**src/rtl/serial_subtractor_if.sv**
```systemverilog
// -----------------------------------------------------------------------------
// serial_subtractor_if
//   Operand/result bundle for the bit-serial subtractor.
//   Ports (through modports):
//     start      master->slave  load request, honoured only while idle
//     a, b       master->slave  minuend / subtrahend, WIDTH bits
//     borrow_in  master->slave  initial borrow
//     busy       slave->master  operation in flight (shifting or presenting)
//     done       slave->master  one-cycle pulse, diff/borrow valid
//     diff       slave->master  registered difference, WIDTH bits
//     borrow     slave->master  registered borrow-out
//   WIDTH must match the WIDTH of the attached serial_subtractor.
// -----------------------------------------------------------------------------
interface serial_subtractor_if #(
  parameter int WIDTH = 8
);
  logic             start;
  logic [WIDTH-1:0] a;
  logic [WIDTH-1:0] b;
  logic             borrow_in;
  logic             busy;
  logic             done;
  logic [WIDTH-1:0] diff;
  logic             borrow;

  modport master (
    output start, a, b, borrow_in,
    input  busy, done, diff, borrow
  );

  modport slave (
    input  start, a, b, borrow_in,
    output busy, done, diff, borrow
  );
endinterface

```
**src/rtl/serial_subtractor.sv**
```systemverilog
// -----------------------------------------------------------------------------
// serial_subtractor
//   Bit-serial WIDTH-bit subtractor: diff = a - b - borrow_in (mod 2^WIDTH),
//   one bit per clock, LSB first, using a single full-subtractor cell and a
//   borrow flip-flop.
//   Ports:
//     clk    in   rising-edge clock
//     rst_n  in   asynchronous active-low reset
//     bus    slave modport of serial_subtractor_if (start, a, b, borrow_in in;
//            busy, done, diff, borrow out)
//   Timing: start accepted at edge E0 in IDLE; WIDTH SHIFT cycles follow;
//   done is high in the cycle after edge E0+WIDTH; one op per WIDTH+2 cycles.
// -----------------------------------------------------------------------------
module serial_subtractor #(
  parameter int WIDTH = 8
) (
  input logic               clk,
  input logic               rst_n,
  serial_subtractor_if.slave bus
);

  localparam int CW = $clog2(WIDTH) + 1;
  localparam logic [CW-1:0] CNT_LAST = CW'(WIDTH - 1);
  localparam logic [CW-1:0] CNT_ONE  = {{(CW-1){1'b0}}, 1'b1};

  typedef enum logic [1:0] {
    IDLE  = 2'd0,
    SHIFT = 2'd1,
    DONE  = 2'd2
  } state_t;

  state_t           state_r;
  logic [WIDTH-1:0] a_r;
  logic [WIDTH-1:0] b_r;
  logic [WIDTH-1:0] res_r;
  logic [WIDTH-1:0] diff_r;
  logic [CW-1:0]    cnt_r;
  logic             br_r;
  logic             busy_r;
  logic             done_r;
  logic             borrow_r;

  logic             d_s;
  logic             br_nxt_s;
  logic [WIDTH-1:0] res_nxt_s;

  // Full-subtractor cell: returns {borrow_out, difference_bit}.
  function automatic logic [1:0] fs_cell(input logic ai, input logic bi, input logic br);
    logic d;
    logic bo;
    d  = ai ^ bi ^ br;
    bo = (~ai & bi) | (~(ai ^ bi) & br);
    return {bo, d};
  endfunction

  // Current bit's difference and borrow, plus the result reg after shifting d in.
  always_comb begin
    d_s       = 1'b0;
    br_nxt_s  = 1'b0;
    {br_nxt_s, d_s} = fs_cell(a_r[0], b_r[0], br_r);
    res_nxt_s = {d_s, res_r[WIDTH-1:1]};
  end

  // Control FSM with datapath and registered outputs.
  always_ff @(posedge clk or negedge rst_n) begin
    if (!rst_n) begin
      state_r  <= IDLE;
      a_r      <= {WIDTH{1'b0}};
      b_r      <= {WIDTH{1'b0}};
      res_r    <= {WIDTH{1'b0}};
      diff_r   <= {WIDTH{1'b0}};
      cnt_r    <= {CW{1'b0}};
      br_r     <= 1'b0;
      busy_r   <= 1'b0;
      done_r   <= 1'b0;
      borrow_r <= 1'b0;
    end else begin
      case (state_r)
        IDLE: begin
          done_r <= 1'b0;
          if (bus.start) begin
            a_r     <= bus.a;
            b_r     <= bus.b;
            br_r    <= bus.borrow_in;
            res_r   <= {WIDTH{1'b0}};
            cnt_r   <= {CW{1'b0}};
            busy_r  <= 1'b1;
            state_r <= SHIFT;
          end else begin
            busy_r  <= 1'b0;
            state_r <= IDLE;
          end
        end

        SHIFT: begin
          a_r   <= {1'b0, a_r[WIDTH-1:1]};
          b_r   <= {1'b0, b_r[WIDTH-1:1]};
          res_r <= res_nxt_s;
          br_r  <= br_nxt_s;
          cnt_r <= cnt_r + CNT_ONE;
          if (cnt_r == CNT_LAST) begin
            // Publish straight from the cell so diff never shows partial results.
            diff_r   <= res_nxt_s;
            borrow_r <= br_nxt_s;
            done_r   <= 1'b1;
            state_r  <= DONE;
          end else begin
            done_r   <= 1'b0;
            state_r  <= SHIFT;
          end
        end

        DONE: begin
          // start seen here is dropped; a new op needs IDLE.
          done_r  <= 1'b0;
          busy_r  <= 1'b0;
          state_r <= IDLE;
        end

        default: begin
          done_r  <= 1'b0;
          busy_r  <= 1'b0;
          state_r <= IDLE;
        end
      endcase
    end
  end

  assign bus.busy   = busy_r;
  assign bus.done   = done_r;
  assign bus.diff   = diff_r;
  assign bus.borrow = borrow_r;

endmodule

```
**src/flat_wrapper.sv**
```systemverilog
// flat-port wrapper written by rule: the top's interface ports become plain ports
module serial_subtractor_flat 
#(
  parameter int WIDTH = 8
)
  (clk, rst_n, bus_start, bus_a, bus_b, bus_borrow_in, bus_busy, bus_done, bus_diff, bus_borrow);
  serial_subtractor_if #(.WIDTH(WIDTH)) bus_i ();
  input logic clk;
  input logic rst_n;
  input wire logic [$bits(bus_i.start)-1:0] bus_start;
  input wire logic [$bits(bus_i.a)-1:0] bus_a;
  input wire logic [$bits(bus_i.b)-1:0] bus_b;
  input wire logic [$bits(bus_i.borrow_in)-1:0] bus_borrow_in;
  output wire logic [$bits(bus_i.busy)-1:0] bus_busy;
  output wire logic [$bits(bus_i.done)-1:0] bus_done;
  output wire logic [$bits(bus_i.diff)-1:0] bus_diff;
  output wire logic [$bits(bus_i.borrow)-1:0] bus_borrow;
  assign bus_i.start = bus_start;
  assign bus_i.a = bus_a;
  assign bus_i.b = bus_b;
  assign bus_i.borrow_in = bus_borrow_in;
  assign bus_busy = bus_i.busy;
  assign bus_done = bus_i.done;
  assign bus_diff = bus_i.diff;
  assign bus_borrow = bus_i.borrow;
  serial_subtractor #(.WIDTH(WIDTH)) u_core (.clk(clk), .rst_n(rst_n), .bus(bus_i));
endmodule
```
**config.mk**
```make
export PLATFORM = sky130hd
export DESIGN_NAME = serial_subtractor_flat
export DESIGN_NICKNAME = d
export VERILOG_FILES = /design/src/rtl/serial_subtractor_if.sv /design/src/rtl/serial_subtractor.sv /design/src/flat_wrapper.sv
export SDC_FILE = /design/constraint.sdc
export NUM_CORES = 1
export LEC_CHECK = 0
export CORE_MARGIN = 2
export CORE_UTILIZATION = 51
export DETAILED_ROUTE_END_ITERATION = 10
export GPL_TIMING_DRIVEN = 0
export HOLD_SLACK_MARGIN = 0.08
export PLACE_DENSITY = 0.78
export SLEW_MARGIN = 40
export SYNTH_ARGS = -nofsm -noshare
export SYNTH_HDL_FRONTEND = slang
export SYNTH_SLANG_ARGS = --single-unit
```
**constraint.sdc**
```tcl
create_clock -name clk -period 2 [get_ports clk]
set_input_delay 0.4 -clock clk [delete_from_list [all_inputs] [get_ports clk]]
set_output_delay 0.4 -clock clk [all_outputs]
set_load 0.01 [all_outputs]
```
; ---- Word-level counts from Yosys, hierarchy flattened
; Index checks and enable logic that the tools add are counted.
[op_classes]
add_sub_neg = 1
mul = 0
div = 0
n_lt_le_gt_ge = 0
n_eq_ne = 3
n_shift = 0
n_mux = 17
n_bitwise = 7
reduce_logical = 4
[op_table]
columns = op, count
row1 = $pmux 8 s2, 3
row2 = $mux 8, 3
row3 = $pmux 4 s2, 1
row4 = $mux 1, 5
row5 = $add 4x1->4 const B, 1
row6 = $eq 4x3->1 const B, 1
row7 = $mux 4, 1
row8 = $pmux 1 s2, 2
row9 = $pmux 2 s2, 1
row10 = $reduce_and 2->1, 2
row11 = $and 1x1->1, 2
row12 = $eq 2x1->1 const B, 1
row13 = $logic_not 2->1, 1
row14 = $mux 2, 1
row15 = $ne 2x2->1 const B, 1
row16 = $not 1->1, 2
row17 = $reduce_bool 2->1, 1
row18 = $xor 1x1->1, 2
row19 = $or 1x1->1, 1
[word_totals]
reg_bits = 42
latchBits = 0
ramBits = 0
rom_bits = 0
output_inout_bits = 11
elab_cells = 42
n_memories = 0

; ---- Logic depth before layout (Yosys ltp)
; Gate-level depths: netlist (run 1).
[depth]
depth_word = 5
depth_mapped = 6
ltp_nobuf = 4

; ---- Worst setup path after synthesis (run 1)
; Ideal clock, no wire load.
[synth_path]
path_type = flip-flop to flip-flop
from = register, netlist name u_core.bus.done
to = register u_core.diff_r[0] (netlist: u_core.bus.diff[0])
setup_ns = 0.125
t_arrival_ns = 1.363
required_time_ns = 1.875
path_slack_ns = 0.512
stages_incl_launch_ff = 4
path_buffers = 0
period_less_slack_ns = 1.488
cell_sequence = dfrtp_1 nand2b_4 nor3_4 mux2_2
[synth_rtl]
columns = item, line
row1 = to (signal assigned), serial_subtractor.sv:71  ; diff_r <= {WIDTH{1'b0}};
row2 = to (signal assigned), serial_subtractor.sv:103  ; diff_r <= res_nxt_s;
row3 = to (decl), serial_subtractor.sv:36  ; logic [WIDTH-1:0] diff_r;

; ---- Final worst setup path (run 1)
[layout_path]
from = register u_core.done_r (netlist: u_core.bus.done)
to = output port bus_done
[layout_rtl]
columns = item, line
row1 = from (decl), serial_subtractor.sv:40  ; logic done_r;
row2 = from (signal assigned), serial_subtractor.sv:75  ; done_r <= 1'b0;
row3 = from (signal assigned), serial_subtractor.sv:80  ; done_r <= 1'b0;
row4 = from (signal assigned), serial_subtractor.sv:105  ; done_r <= 1'b1;
row5 = to (decl), flat_wrapper.sv:15  ; output wire logic [$bits(bus_i.done)-1:0] bus_done;
; No word-level cell between the ends.

==> summary.txt, run 1 <==
Cells and area
  • Most common cell after layout, fill and taps aside: dfrtp_1
  • Fillers: 267
  • NumNets Final: 211
  • Multi-input gate area: approximately 700 sq um
  • Ant diodes: 0
  • Layout cells sized above 1: 0.126
  • Most frequent cells in the layout: dfrtp_1 (40), clkdlybuf4s50_1 (29), o21ai_0 (17), nand2_1 (11), nor2b_1 (11)
  • Register Area: 1000 sq um
  • Area grow syn2layout: 24.3%
  • Post-Route Utilization: 0.660

Timing
  • Final setup fails: 0
  • Fmax: 0.542 GHz
  • Slew Limit Fails: 0
  • Post-layout minimum cycle time: 1.85 ns
  • Unrepaired setup endpoints after global routing: false
  • Hold slack: 0.497 ns
  • Fin crit share: 0.923
  • Setup Skew: between 0.01 and 0.015 ns
  • Slew at the pin with the worst max-slew slack: between 0.4 and 0.5 ns
  • Max-slew headroom: 0.667
  • Final hold violations: 0
  • Fin Setup TNS: 0 ns

Power and ir drop
  • LEAKAGE: 0.950 nW
  • P per Cell Area: ~1400 nW/um^2
  • Total chip power: 3.14 mW
  • Peak supply drop: 0.000899 V

Logic synthesis
  • Post-synth EDFFs: 0
  • Syn Std Cell Area: 1760 sq um
  • Post-synthesis sequential area ratio: 0.569
  • Mean post-synth cell area: 11.6 sq um
  • Synth Flop Type: dfrtp_1
  • Cell variety after synth: 24
  • Number of synthesized register bits: 40
  • Mapped Cells: around 150
  • Fraction of registers with async set/reset: 1.00
  • Synthesis Warnings: 0
  • Net Count, Synth: about 170

Floorplanning
  • Die width: between 60 and 70 um
  • Core ar.: ~3300 sq um
  • IO Pins: 31
  • Initial Util: 0.531
  • # rows: 21
  • Die ar.: just under 4000 sq um
  • Die Ht: approximately 63 um

Global route
  • Overflow after GRT: 0
  • First-pass GRT wire length: 6.10 mm
  • Gr usage total: 0.199
  • Vias in the first global route: roughly 1.3k
  • Largest net degree at the start of global routing: 41
  • Initial antenna violation count: 0

Worst setup path
  • CP arrival: 1.45 ns
  • Max incr delay on CP: 0.59 ns
  • Setup CP Type: flip-flop to output port
  • Critical Path Sink Type: output port
  • Worst Path Max Fanout: 9
  • Worst-path cell chain: clkdlybuf4s50_1
  • WP data required: 1.60 ns
  • Crit path max-delay family: buffers and inverters
  • Slowest stage cell, crit path: clkdlybuf4s50_1
  • Worst setup SP type: flip-flop
  • WP buf/inv: 1

Routing
  • Iter 0 DRT Violations: 77
  • WL/cell: 14.6 um
  • Antenna Nets Post-Route: 0
  • First-pass DRT Iterations: 4
  • Routed vias/inst: 5.39
  • Routed via count: 1,273
  • WL final: ~3.5 mm
  • DRC errors left: 0

Clock network
  • Clock sinks: 40
  • Cts bufs inserted: 5
  • H-tree lvl count: 2
  • CTS Buffer Depth: 2
  • PostCTS Resize Cnt: 0
  • Clk pin slew, worst setup/hold paths: 0.12 ns
  • CTS tree: yes
  • Clk_lat worst skew: 0.34 ns
  • Clock root buffer: clkbuf_4

Run status
  • Run status: finished, final reports clean

Place
  • Dpl hpwl: about 2.4 mm
  • RD Place Congestion: 0.713
  • Port buffer count: 30

Flow run
  • Max_cap viols: 0

Min path
  • Worst hold path type: flip-flop to flip-flop
## state kept, by name, indices dropped and copies added, names as in the netlist
signal and count:
u_core.bus.done 1, u_core.bus.diff 8, u_core.bus.borrow 1, u_core.res_r 7
u_core.a_r 8, u_core.bus.busy 1, u_core.cnt_r 4, u_core.state_r 1
u_core.br_r 1, u_core.b_r 8
## synth_stat cells, types with 2 or more instances
library cell	instances	share of area
a21oi_1	10	0.028
a22o_1	9	0.045
a22oi_1	8	0.034
a2bb2oi_1	3	0.015
buf_2	5	0.014
clkbuf_1	4	0.0085
dfrtp_1	40	0.57
inv_1	3	0.0064
mux2_2	8	0.051
mux2i_1	9	0.051
nand2_1	11	0.023
nand3_1	2	0.0057
nor2_1	2	0.0043
nor2b_1	11	0.039
o21ai_0	17	0.048
## per-stage QoR
stage	setup WS, ns	cell area, sq um	cells
final	0.154	2190	236
after global routing	0.0972	2190	236
after CTS	0.145	2190	236
after detailed placement	0.0426	2110	227
after global placement	-0.382	2120	227
after floorplan	0.512	1760	151
## where the power goes
group | total, mW | internal (mW) | switching, mW
Sequential | 1.39 | 1.15 | 0.233
Combinational | 1.32 | 0.693 | 0.626
Clock | 0.438 | 0.172 | 0.266
## per-layer routing
| metal | routed length [um] | GRT usage | vias up | part of all wire |
|---|---|---|---|---|
| li1 | - | - | 615 | - |
| met1 | 1590 | 0.270 | 609 | 0.46 |
| met2 | 1610 | 0.308 | 43 | 0.47 |
| met3 | 186 | 0.0505 | 6 | 0.054 |
| met4 | 66 | 0.0778 | 0 | 0.019 |
| met5 | 0 | 0 | - | 0 |
## area by class of cell
| type | instances | area share |
|---|---|---|
| inverter | 3 | 0.00515 |
| sequential | 40 | 0.458 |
| timing repair buffer | 31 | 0.141 |
| multi-input combinational | 98 | 0.319 |
| clock buffer | 7 | 0.0252 |
| clock inverter | 1 | 0.00343 |
| buffer | 10 | 0.0218 |
| tap | 46 | 0.0263 |
## worst reg2reg max path, stage by stage (launching register included)
cell	delay, ns
dfrtp_1	0.49
nand2b_4	0.20
nor3_4	0.44
mux2_2	0.39
## cell families (layout without fill, tap and decap cells)
group	count (synthesis)	in the layout	share of synthesized area
DFF	40	40	0.569
AOI/OAI and AO/OA	50	50	0.183
and+or+nand+nor	29	29	0.0932
muxes	17	17	0.102
adders and majority gates	2	2	0.0185
buffers and inverters	13	52	0.0334
## final timing paths
kind,from,end,slack [ns],cells past startpoint
min,u_core.a_r[4]$_DFFE_PN0P_,u_core.a_r[3]$_DFFE_PN0P_,0.50,2
min reg2reg,u_core.a_r[4]$_DFFE_PN0P_,u_core.a_r[3]$_DFFE_PN0P_,0.50,2
max reg2reg,u_core.bus.done$_DFF_PN0_,u_core.bus.diff[5]$_DFFE_PN0P_,0.36,3
max,u_core.bus.done$_DFF_PN0_,bus_done,0.15,1
max in group asynchronous,rst_n,u_core.a_r[2]$_DFFE_PN0P_,1.10,2
min in group asynchronous,rst_n,u_core.b_r[3]$_DFFE_PN0P_,0.56,2
## what timing repair did
item                                    in CTS  in global routing
hold endpoints to repair                    40                  0
endpoints found under the setup margin       0                  0
hold buffers                                 1                  0
setup buffers                                0                  0
Note: power is estimated with default switching activity, not from simulation.
==> inputs of run 2 (changes only) <==
--- a/config.mk
+++ b/config.mk
@@ -5,6 +5,7 @@
 export SDC_FILE = /design/constraint.sdc
 export NUM_CORES = 1
 export LEC_CHECK = 0
+export CAP_MARGIN = 20
 export CORE_MARGIN = 2
 export CORE_UTILIZATION = 51
 export DETAILED_ROUTE_END_ITERATION = 10
==> results of run 2 <==
The final DEF is identical to that of run 1; final timing and power are the same.
==> inputs of run 3 (changes only) <==
==> constraint.sdc (replaced) <==
create_clock -name clk -period 1.9 [get_ports clk]
set_input_delay 0.38 -clock clk [delete_from_list [all_inputs] [get_ports clk]]
set_output_delay 0.38 -clock clk [all_outputs]
set_load 0.01 [all_outputs]
==> results of run 3 <==
Same layout as run 1 (identical final DEF). Status: finished, final reports clean.
Main changes from that run: setup slack after placement 0.0426 ns -> -0.0374 ns; setup slack after layout 0.154 ns -> 0.0735 ns; register-to-register setup slack 0.36 ns -> 0.26 ns; total power 3.14 mW -> 3.31 mW; worst IR drop on VDD 0.000899 V -> 0.000946 V
